## config.mk

```make
export PLATFORM = sky130hd
export DESIGN_NAME = giga_im_loader
export DESIGN_NICKNAME = d
export VERILOG_FILES = /design/src/rtl/giga_im_loader.sv
export SDC_FILE = /design/constraint.sdc
export NUM_CORES = 1
export LEC_CHECK = 0
export CAP_MARGIN = 0
export CORE_MARGIN = 1.5
export CORE_UTILIZATION = 55
export CTS_CLUSTER_SIZE = 16
export DETAILED_ROUTE_END_ITERATION = 12
export GPL_TIMING_DRIVEN = 0
export HOLD_SLACK_MARGIN = 0.03
export PLACE_DENSITY = 0.89
export SLEW_MARGIN = 20
export SYNTH_ARGS = -nofsm -noshare
export SYNTH_HDL_FRONTEND = slang
export SYNTH_SLANG_ARGS = --single-unit
```

## constraint.sdc

```tcl
create_clock -name clk -period 5.4 [get_ports clk]
set_clock_uncertainty 0.15 [all_clocks]
set_input_delay 1.62 -clock clk [delete_from_list [all_inputs] [get_ports clk]]
set_output_delay 1.62 -clock clk [all_outputs]
set_load 0.1 [all_outputs]
```

## src/rtl/giga_im_loader.sv

```systemverilog
// Boot-time instruction-memory loader: consumes a length-prefixed byte stream,
// assembles big-endian 32-bit words and holds the core in reset until loaded.
module giga_im_loader #(
  parameter int ADDR_W = 9,
  parameter int DEPTH  = 512
) (
  input  logic              clk,
  input  logic              rst,
  input  logic              start,
  input  logic              in_valid,
  input  logic [7:0]        in_data,
  output logic              in_ready,
  output logic              im_we,
  output logic [ADDR_W-1:0] im_addr,
  output logic [31:0]       im_d,
  output logic              core_rst,
  output logic              busy,
  output logic              done,
  output logic              err,
  output logic [ADDR_W:0]   words_loaded
);

  typedef enum logic [2:0] {
    S_IDLE,
    S_LEN_HI,
    S_LEN_LO,
    S_DATA,
    S_WRITE,
    S_DONE,
    S_ERR
  } state_t;

  localparam logic [16:0] DEPTH_W = 17'(DEPTH);

  state_t              state;
  state_t              next_state;
  logic [7:0]          len_hi_q;
  logic [15:0]         len_q;
  logic [15:0]         len_next;
  logic [1:0]          byte_idx;
  logic [23:0]         word_q;
  logic [ADDR_W-1:0]   addr_q;
  logic [ADDR_W:0]     wl_inc;
  logic                last_word;
  logic                accept;

  function automatic logic len_exceeds(input logic [15:0] n);
    return {1'b0, n} > DEPTH_W;
  endfunction

  // in_ready is a registered decode of the state, so accept is glitch-free
  assign accept    = in_valid & in_ready;
  assign len_next  = {len_hi_q, in_data};
  assign wl_inc    = words_loaded + 1'b1;
  assign last_word = (16'(wl_inc) == len_q);

  always_comb begin
    next_state = state;
    case (state)
      S_IDLE, S_DONE, S_ERR: begin
        if (start) next_state = S_LEN_HI;
      end
      S_LEN_HI: begin
        if (accept) next_state = S_LEN_LO;
      end
      S_LEN_LO: begin
        if (accept) begin
          if (len_next == 16'd0)         next_state = S_DONE;
          else if (len_exceeds(len_next)) next_state = S_ERR;
          else                           next_state = S_DATA;
        end
      end
      S_DATA: begin
        if (accept && byte_idx == 2'd3) next_state = S_WRITE;
      end
      S_WRITE: begin
        next_state = last_word ? S_DONE : S_DATA;
      end
      default: next_state = S_IDLE;
    endcase
  end

  // Control outputs are registered from next_state so they align with state
  always_ff @(posedge clk or posedge rst) begin
    if (rst) begin
      state    <= S_IDLE;
      in_ready <= 1'b0;
      im_we    <= 1'b0;
      busy     <= 1'b0;
      done     <= 1'b0;
      err      <= 1'b0;
      core_rst <= 1'b1;
    end else begin
      state    <= next_state;
      in_ready <= (next_state == S_LEN_HI) || (next_state == S_LEN_LO) ||
                  (next_state == S_DATA);
      im_we    <= (next_state == S_WRITE);
      busy     <= (next_state == S_LEN_HI) || (next_state == S_LEN_LO) ||
                  (next_state == S_DATA)   || (next_state == S_WRITE);
      done     <= (next_state == S_DONE);
      err      <= (next_state == S_ERR);
      core_rst <= (next_state != S_DONE);
    end
  end

  // Header capture, word assembly and address/count bookkeeping
  always_ff @(posedge clk or posedge rst) begin
    if (rst) begin
      len_hi_q     <= '0;
      len_q        <= '0;
      byte_idx     <= '0;
      word_q       <= '0;
      addr_q       <= '0;
      im_addr      <= '0;
      im_d         <= '0;
      words_loaded <= '0;
    end else begin
      if (state == S_LEN_HI && accept) begin
        len_hi_q <= in_data;
      end
      if (state == S_LEN_LO && accept) begin
        len_q        <= len_next;
        words_loaded <= '0;
        byte_idx     <= '0;
        addr_q       <= '0;
        im_addr      <= '0;
      end
      if (state == S_DATA && accept) begin
        word_q   <= {word_q[15:0], in_data};
        byte_idx <= byte_idx + 2'd1;
        if (byte_idx == 2'd3) begin
          im_d    <= {word_q, in_data};
          im_addr <= addr_q;
        end
      end
      // Pointer stops at the final address so it never leaves 0..DEPTH-1
      if (state == S_WRITE) begin
        words_loaded <= wl_inc;
        byte_idx     <= '0;
        if (!last_word) addr_q <= addr_q + 1'b1;
      end
    end
  end

endmodule
```

; ---- Yosys cells after proc, flatten, opt, wreduce, memory -nomap -nowiden
; Index checks and enable logic that the tools add are counted.
[totals]
out_inout_bits = 57
wordCells = 67
ff_bits = 119
inputBits = 12
[op_classes]
n_lt_le_gt_ge = 1
n_addsub = 3
bitwise_logic = 1
mux = 19
eq_ne = 15
reduce_logical = 13
[ops]
columns = cell, count
row1 = 9-bit two-way mux, 6
row2 = 3-bit two-way mux, 7
row3 = 10-bit two-way mux, 2
row4 = "3-bit equality test, second input constant", 6
row5 = 10-bit by 16-bit equality test with 1-bit output, 1
row6 = "16-bit by 10-bit > comparator with 1-bit output, second input constant", 1
row7 = 16-bit logical NOT, 1
row8 = 3-bit one-hot mux with 5 select lines, 1
row9 = "3-bit by 2-bit equality test with 1-bit output, second input constant", 4
row10 = "10-bit by 1-bit adder with 10-bit output, second input constant", 1
row11 = "9-bit by 1-bit adder with 9-bit output, second input constant", 1
row12 = "3-bit by 1-bit equality test with 1-bit output, second input constant", 2
row13 = 2-bit two-way mux, 3
row14 = 1-bit logical AND, 4
row15 = 3-bit logical NOT, 1
row16 = 1-bit logical OR, 3
row17 = "3-bit inequality test, second input constant", 1
row18 = 3-bit nonzero test, 1
row19 = 3-bit OR reduction, 1
row20 = "2-bit by 1-bit adder with 2-bit output, second input constant", 1
row21 = "2-bit equality test, second input constant", 1
row22 = 2-bit AND reduction, 1
row23 = 2-bit nonzero test, 1
row24 = 1-bit AND, 1

; ---- Logic depth before layout (Yosys ltp)
; Gate-level depths: netlist (run 1).
[depth]
depth_word = 9
ltp_mapped = 8
ltp_nobuf = 7

; ---- Worst setup path after synthesis (run 1)
; Ideal clock, no wire load.
[synth_timing]
path_kind = input to register
startpoint = in in_data[0]
endpoint = reg done
arrival_ns = 2.871
setup_slack_ns = 2.259
path_stages = 6
path_buffers = 0
setup_ns = 0.120
path_cell_list = nor4_1 > nand3_1 > or3_1 > a31oi_1 > nand2_1 > and4_1
[synth_via]
elab_chain_len = 6
word_cells_on_any_way = 7
classes_between = order compare (1) / eq/ne (1) / mux (4) / reduce/logical (1)
[synth_rtl]
columns = element, line
row1 = from (decl), 11  ; input logic [7:0] in_data,
row2 = 16-bit by 10-bit > comparator with 1-bit output, 48  ; return {1'b0, n} > DEPTH_W;
row3 = 3-bit two-way mux, 69  ; else if (len_exceeds(len_next)) next_state = S_ERR;
row4 = 3-bit two-way mux *, 68  ; if (len_next == 16'd0) next_state = S_DONE;
row5 = 3-bit two-way mux *, 67  ; if (accept) begin
row6 = 3-bit one-hot mux with 5 select lines *, 59  ; case (state)
row7 = 3-bit equality test *, 100  ; done <= (next_state == S_DONE);
row8 = to (signal assigned), 100
row9 = to (decl), 18  ; output logic done,
; Every way passes the cells marked *; elsewhere a longest branch is shown, timed or not.
; A chain may end at the register's enable or synchronous reset.

; ---- Worst setup path after layout (run 1)
[layout_timing]
startpoint = reg words_loaded[3]
endpoint = out words_loaded[3]
[layout_lines]
columns = element, line
row1 = from (decl), 20  ; output logic [ADDR_W:0] words_loaded
row2 = from (signal assigned), 138  ; words_loaded <= wl_inc;
; No word-level cell between the ends.

==> results.tsv, run 1 <==
metric	value	unit
status	completed	
htreeDepth	4	
cts_tree	yes	
drcViolationCount	0	
seq_area	0.002979	sq mm
p_int	2519	uW
drt-total-wl	13.28	mm
antenna_found_initial	0	
worstPathRequired	3630	ps
critPathKind	reg2out	
n_fill_cell	602	
crit_path_end_kind	primary output	
grt_pass1_wl	21.85	mm
clockBufferDepth	2	
rows	35	
final_nets	626	
critical_path.cell_chain	clkdlybuf4s50_1	
place_ws	1347	ps
ys_ff_latch	119	
start_util	56.84	%
clock_latency	520	ps
die_h	100.7	microns
syn-num-nets	538	
drt_first_iter_violations	288	
grt_pass1_vias	4536	
cp_slowest_cell	clkdlybuf4s50_1	
drtAntennaViolNets	0	
power.net_switching	1890	uW
period_minus_slack	4035	ps
p_leak	0.003212	uW
ioPinCount	69	
p_sw_share	42.87	%
p_comb_share	39.6	%
fmax	247.8	MHz
fin_ws	1365	ps
cts_root_buffer	clkbuf_8	
cts_resized	0	
die_x	100.7	microns
grt_setup_unrepaired	false	
cts_hold_buf	0	
synth_edf_count	0	
post-route-period-util	74.73	%
cap_violations	0	
post_drt_wl_per_cell	17.64	microns
drive_above_1_share	15.38	%
gr-total-overflow	0	
core	0.009240	sq mm
arrival	2270	ps
clock_power_share	26.7	%
clk_pin_slew_worst_paths	60	ps
cp_top_family	buffers and inverters	
grt.total_usage	28.30	%
worst-path-buf-inv	1	
critical_path.max_stage_delay	1200	ps
min_path_type	reg2reg	
final_area	0.006744	sq mm
die_area	0.01015	sq mm
ir_drop	0.4197	mV
ys_async_sr_fraction	100.0	%
grt_max_degree	81	
hold_viol_final	0	
area_delta_synth_final	28.39	%
cts_inserted_buffers	17	
synthFlopType	dfrtp_1	
post_cts_buffers	0	
slew_headroom	33.86	%
gp_congestion	0.8684	
synthCells	523	
pwr_density_cell	653.8	mW/mm^2
multi_input_area	0.002126	sq mm
via_count	4355	
synth_area	0.005253	sq mm
critPathLaunchType	flip-flop	
dr.pass1.iters	7	
place_area	0.006127	sq mm
antenna_cells	0	
holdWs	323.7	ps
worst_pin_slew	989.0	ps
setup_viol_count_final	0	
total_power	4409	uW
dpl.hpwl	8.483	mm
ys_seq_area_share	56.72	%
routed_via_density	5.784	
slew_violations	0	
cts_sinks	119	
worst-path-max-fanout	9	
synth_area_per_cell	10.04	sq um
synth_warnings	0	
yosysUniqueCellTypes	59	
io_buffers	68	
pwr-share-seq	33.7	%
## cell usage in the layout (no fill, tap or decap), drive strengths merged, types with 3 or more instances in the layout
cell type        n
nand3b           3
nor4             4
bufinv           4
mux2            32
or3              6
xnor2            8
inv             11
nand2          176
clkinv           3
and3             5
clkbuf          34
dfrtp          118
and4             3
nand4            6
a21oi            7
nand2b           3
mux2i            4
a31oi            3
nor2            18
nor3             5
nand3           21
o21ai           30
ha               3
xor2             5
clkdlybuf4s50   68
buf             14
## cells in the mapped netlist, types with 2 or more instances
cell	count	area [sq um]
a21oi_1	7	35.03
a31oi_1	3	18.77
and2_1	2	12.51
and3_1	4	25.02
buf_2	13	65.06
clkbuf_1	11	41.29
dfrtp_1	118	2953
ha_1	3	37.54
inv_1	11	41.29
mux2_2	31	349.1
mux2i_1	4	40.04
nand2_1	174	653.1
nand2b_1	3	18.77
nand3_1	20	100.1
nand3b_1	3	22.52
nand4_1	4	25.02
nor2_1	18	67.56
nor3_1	4	20.02
nor3b_1	2	15.01
nor4_1	4	25.02
o21ai_0	25	125.1
o21ai_1	3	15.01
o21ai_2	2	17.52
o21bai_1	2	15.01
o31ai_1	2	15.01
o41ai_1	2	17.52
or3_1	4	25.02
or3_2	2	15.01
xnor2_1	8	70.07
xor2_1	5	43.79
## metrics by stage
stage	utilization (%)	cells	setup TNS, ps
detailed placement	66.31	721	0
CTS	72.99	753	0
global placement	65.96	720	-106370
global route	72.99	753	0
finish	72.99	753	0
floorplan	-	523	0
## power by group through the flow
stage | clock [uW] | combinational, uW | sequential (uW)
after global placement | 0 | 1640 | 1450
after CTS | 1180 | 1740 | 1470
after global routing | 1230 | 1840 | 1510
after floorplan | 0 | 684 | 2060
after detailed placement | 0 | 1700 | 1470
final | 1180 | 1740 | 1490
## area by class of cell
class	count	area share (%)
repair buffers	69	10.50
clock buffers	23	6.920
plain buffers	24	1.577
clock inverters	9	2.226
inverters	11	0.6865
flip-flops and latches	119	44.17
multi-input cells	369	31.52
well taps	129	2.393
## worst min-delay path, cell delays in order (launching register included)
cell and delay, ps:
dfrtp_1 340, nand2_1 50, nand2_1 60
## worst paths after layout
check / from / end / slack [ps] / depth (start not counted)
setup / recovery: words_loaded[3] / words_loaded[3] / 1360 / 1
hold / removal: im_d[9] / im_d[9] / 320 / 2
setup reg to reg: words_loaded[0] / busy / 2580 / 7
hold reg to reg: im_d[9] / im_d[9] / 320 / 2
max in group asynchronous: rst / core_rst / 3070 / 3
min in group asynchronous: rst / im_d[20] / 1310 / 2
## state kept, by name, summed over array words and instances (netlist names), 2 cells and up
| register | count |
|---|---|
| addr_q | 9 |
| words_loaded | 10 |
| state | 3 |
| word_q | 24 |
| byte_idx | 2 |
| len_q | 16 |
| im_d | 32 |
| im_addr | 9 |
| len_hi_q | 8 |
## routing by layer
metal	track usage, %	wire, microns	vias to the layer above
met5	0	0	-
met4	14.84	432	0
met3	5.409	856	59
li1	-	-	1943
met2	47.30	6688	197
met1	35.01	5303	2156
## kinds of logic (layout without fill, tap and decap cells)
logic type / after synthesis / in the layout / share of synthesized area, %
AO/OA/AOI/OAI: 58 / 58 / 7.551
XOR/XNOR: 13 / 13 / 2.168
adder cells (fa/ha/maj): 4 / 4 / 0.9053
buffers and inverters: 35 / 136 / 2.811
AND/OR/NAND/NOR: 258 / 258 / 22.15
flip-flops: 119 / 119 / 56.72
multiplexers: 36 / 36 / 7.694
Note: power is estimated with default switching activity, not from simulation.
==> inputs of run 2 (changes only) <==
==> constraint.sdc (replaced) <==
create_clock -name clk -period 3.86 [get_ports clk]
set_clock_uncertainty 0.15 [all_clocks]
set_input_delay 1.158 -clock clk [delete_from_list [all_inputs] [get_ports clk]]
set_output_delay 1.158 -clock clk [all_outputs]
set_load 0.1 [all_outputs]
==> run 2 against run 1 <==
Net effect: hold slack got worse by 5.8 ps; first-iteration DRC count rose by 25%; sequential power rose by 39%; sequential share of layout area fell by 0.38 points; final cell count rose by 0.27%; cell area rose by 0.87%; power rose by 41%; critical endpoint unchanged.
==> results.tsv, run 2 (same netlist as run 1, synthesis figures left out) <==
metric	value	unit
worst-path-max-fanout	9	
tns	0	ps
pwr_density_cell	912.3	mW/mm^2
place_ws	410.8	ps
setup_viol_count_final	0	
final_common_cell	nand2_1	
fmax	279.7	MHz
clockBufferDepth	2	
gr-total-overflow	0	
final_nets	628	
clk_pin_slew_worst_paths	60	ps
via_count	4315	
post-route-period-util	92.62	%
timing.reg2reg.setup_slack	1130	ps
status	completed	
drt-total-wl	12.79	mm
ioPinCount	69	
grt_setup_unrepaired	false	
crit_end	words_loaded[3]	
grt_pass1_vias	4348	
reg2reg_from	words_loaded[0]	
fin_ws	284.9	ps
grt_max_degree	33	
crit_path_end_kind	primary output	
cts_tree	yes	
dr.pass1.iters	5	
drcViolationCount	0	
htreeDepth	4	
r2r_cells	7	
worst_pin_slew	994.2	ps
hold_viol_final	0	
arrival	2270	ps
io_buffers	68	
drtAntennaViolNets	0	
n_fill_cell	584	
antenna_found_initial	0	
start_util	56.84	%
drive_above_1_share	15.97	%
crit_start	words_loaded[3]	
worst-path-buf-inv	1	
core	0.009240	sq mm
routed_via_density	5.715	
largest_reg_flops	32	
cts_resized	0	
cap_violations	0	
largest_registers	im_d x32, word_q x24, len_q x16	
area_delta_synth_final	29.51	%
die_h	100.7	microns
rows	35	
cts_hold_buf	0	
cts_sinks	119	
post_cts_buffers	0	
cp_top_family	buffers and inverters	
gp_congestion	0.8779	
slew_violations	0	
worst-path-stages	1	
critical_path.max_stage_delay	1200	ps
fin_util	73.62	%
critical_path.cell_chain	clkdlybuf4s50_1	
ir_drop	0.5099	mV
antenna_cells	0	
die_x	100.7	microns
grt.total_usage	27.78	%
clock_latency	530	ps
worstPathRequired	2550	ps
drt_first_iter_violations	360	
critPathLaunchType	flip-flop	
grt_pass1_wl	21.23	mm
final_cell_mix	174 x nand2_1, 118 x dfrtp_1, 68 x clkdlybuf4s50_1	
cp_slowest_cell	clkdlybuf4s50_1	
p_leak	0.003240	uW
top_register	im_d	
dpl.hpwl	8.473	mm
slew_headroom	33.51	%
critPathKind	reg2out	
post_drt_wl_per_cell	16.94	microns
cts_root_buffer	clkbuf_8	
min_path_type	reg2reg	
period_minus_slack	3575	ps
r2r-end	addr_q[2]	
die_area	0.01015	sq mm
cts_inserted_buffers	17	
[run 2: cell count changes in the layout (fill, tap and decap cells not counted)]
cell	change
buf_12	+3
buf_16	-1
bufinv_16	+1
clkbuf_1	-2
clkbuf_8	-1
clkinv_4	+3
inv_6	-1
[run 2: per-stage QoR]
step	instance area, sq um	cells	power [uW]	hold slack, ps
finish	6803	755	6206	317.8
global route	6803	755	6462	341.9
CTS	6803	755	6201	318.0
detailed placement	6158	723	4441	299.1
global placement	6098	720	4329	298.2
floorplan	5256	523	3835	283.1
[run 2: worst min-delay path by stage]
stage                     from   endpoint  depth (start not counted)  slack (ps)
floorplan           word_q[16]   im_d[24]                          2         280
global placement    word_q[20]   im_d[28]                          2         300
detailed placement  word_q[17]   im_d[25]                          2         300
CTS                 word_q[23]   im_d[31]                          2         320
global route         len_q[12]  len_q[12]                          2         340
finish              word_q[23]   im_d[31]                          2         320
[run 2: power breakdown]
| part | switching [uW] | internal [uW] |
|---|---|---|
| logic | 1680 | 751 |
| registers | 390 | 1680 |
| clock network | 563 | 1150 |
| total | 2630 | 3580 |
[run 2: cell type report]
class	instances	area, sq um	share of cell area [%]
sequential	119	2979	43.79
multi-input combinational	369	2126	31.25
timing repair buffer	71	740.7	10.89
clock buffer	20	445.4	6.548
clock inverter	12	198.9	2.924
tap	129	161.4	2.373
buffer	24	106.4	1.563
inverter	11	45.04	0.6621
[run 2: metal layers]
metal  up-vias  track usage [%]  wire length (microns)
met5         -                0                      0
met4         0            13.54                    398
met3        43            7.351                    874
met2       183            44.02                   6311
met1      2138            35.62                   5209
li1       1951                -                      -
==> inputs of run 3 (changes only) <==
--- a/config.mk
+++ b/config.mk
@@ -17,3 +17,4 @@
 export SYNTH_ARGS = -nofsm -noshare
 export SYNTH_HDL_FRONTEND = slang
 export SYNTH_SLANG_ARGS = --single-unit
+export TNS_END_PERCENT = 20
==> constraint.sdc (replaced) <==
create_clock -name clk -period 3.6 [get_ports clk]
set_clock_uncertainty 0.15 [all_clocks]
set_input_delay 1.08 -clock clk [delete_from_list [all_inputs] [get_ports clk]]
set_output_delay 1.08 -clock clk [all_outputs]
set_load 0.1 [all_outputs]
==> results of run 3 <==
Same layout as run 2 (identical final DEF). Status: completed.
Main changes from that run: setup slack after placement 410.8 ps -> 228.8 ps; setup slack after layout 284.9 ps -> 102.9 ps; register-to-register setup slack 1130 ps -> 870 ps; total power 6206 uW -> 6654 uW; worst IR drop on VDD 0.5099 mV -> 0.5467 mV
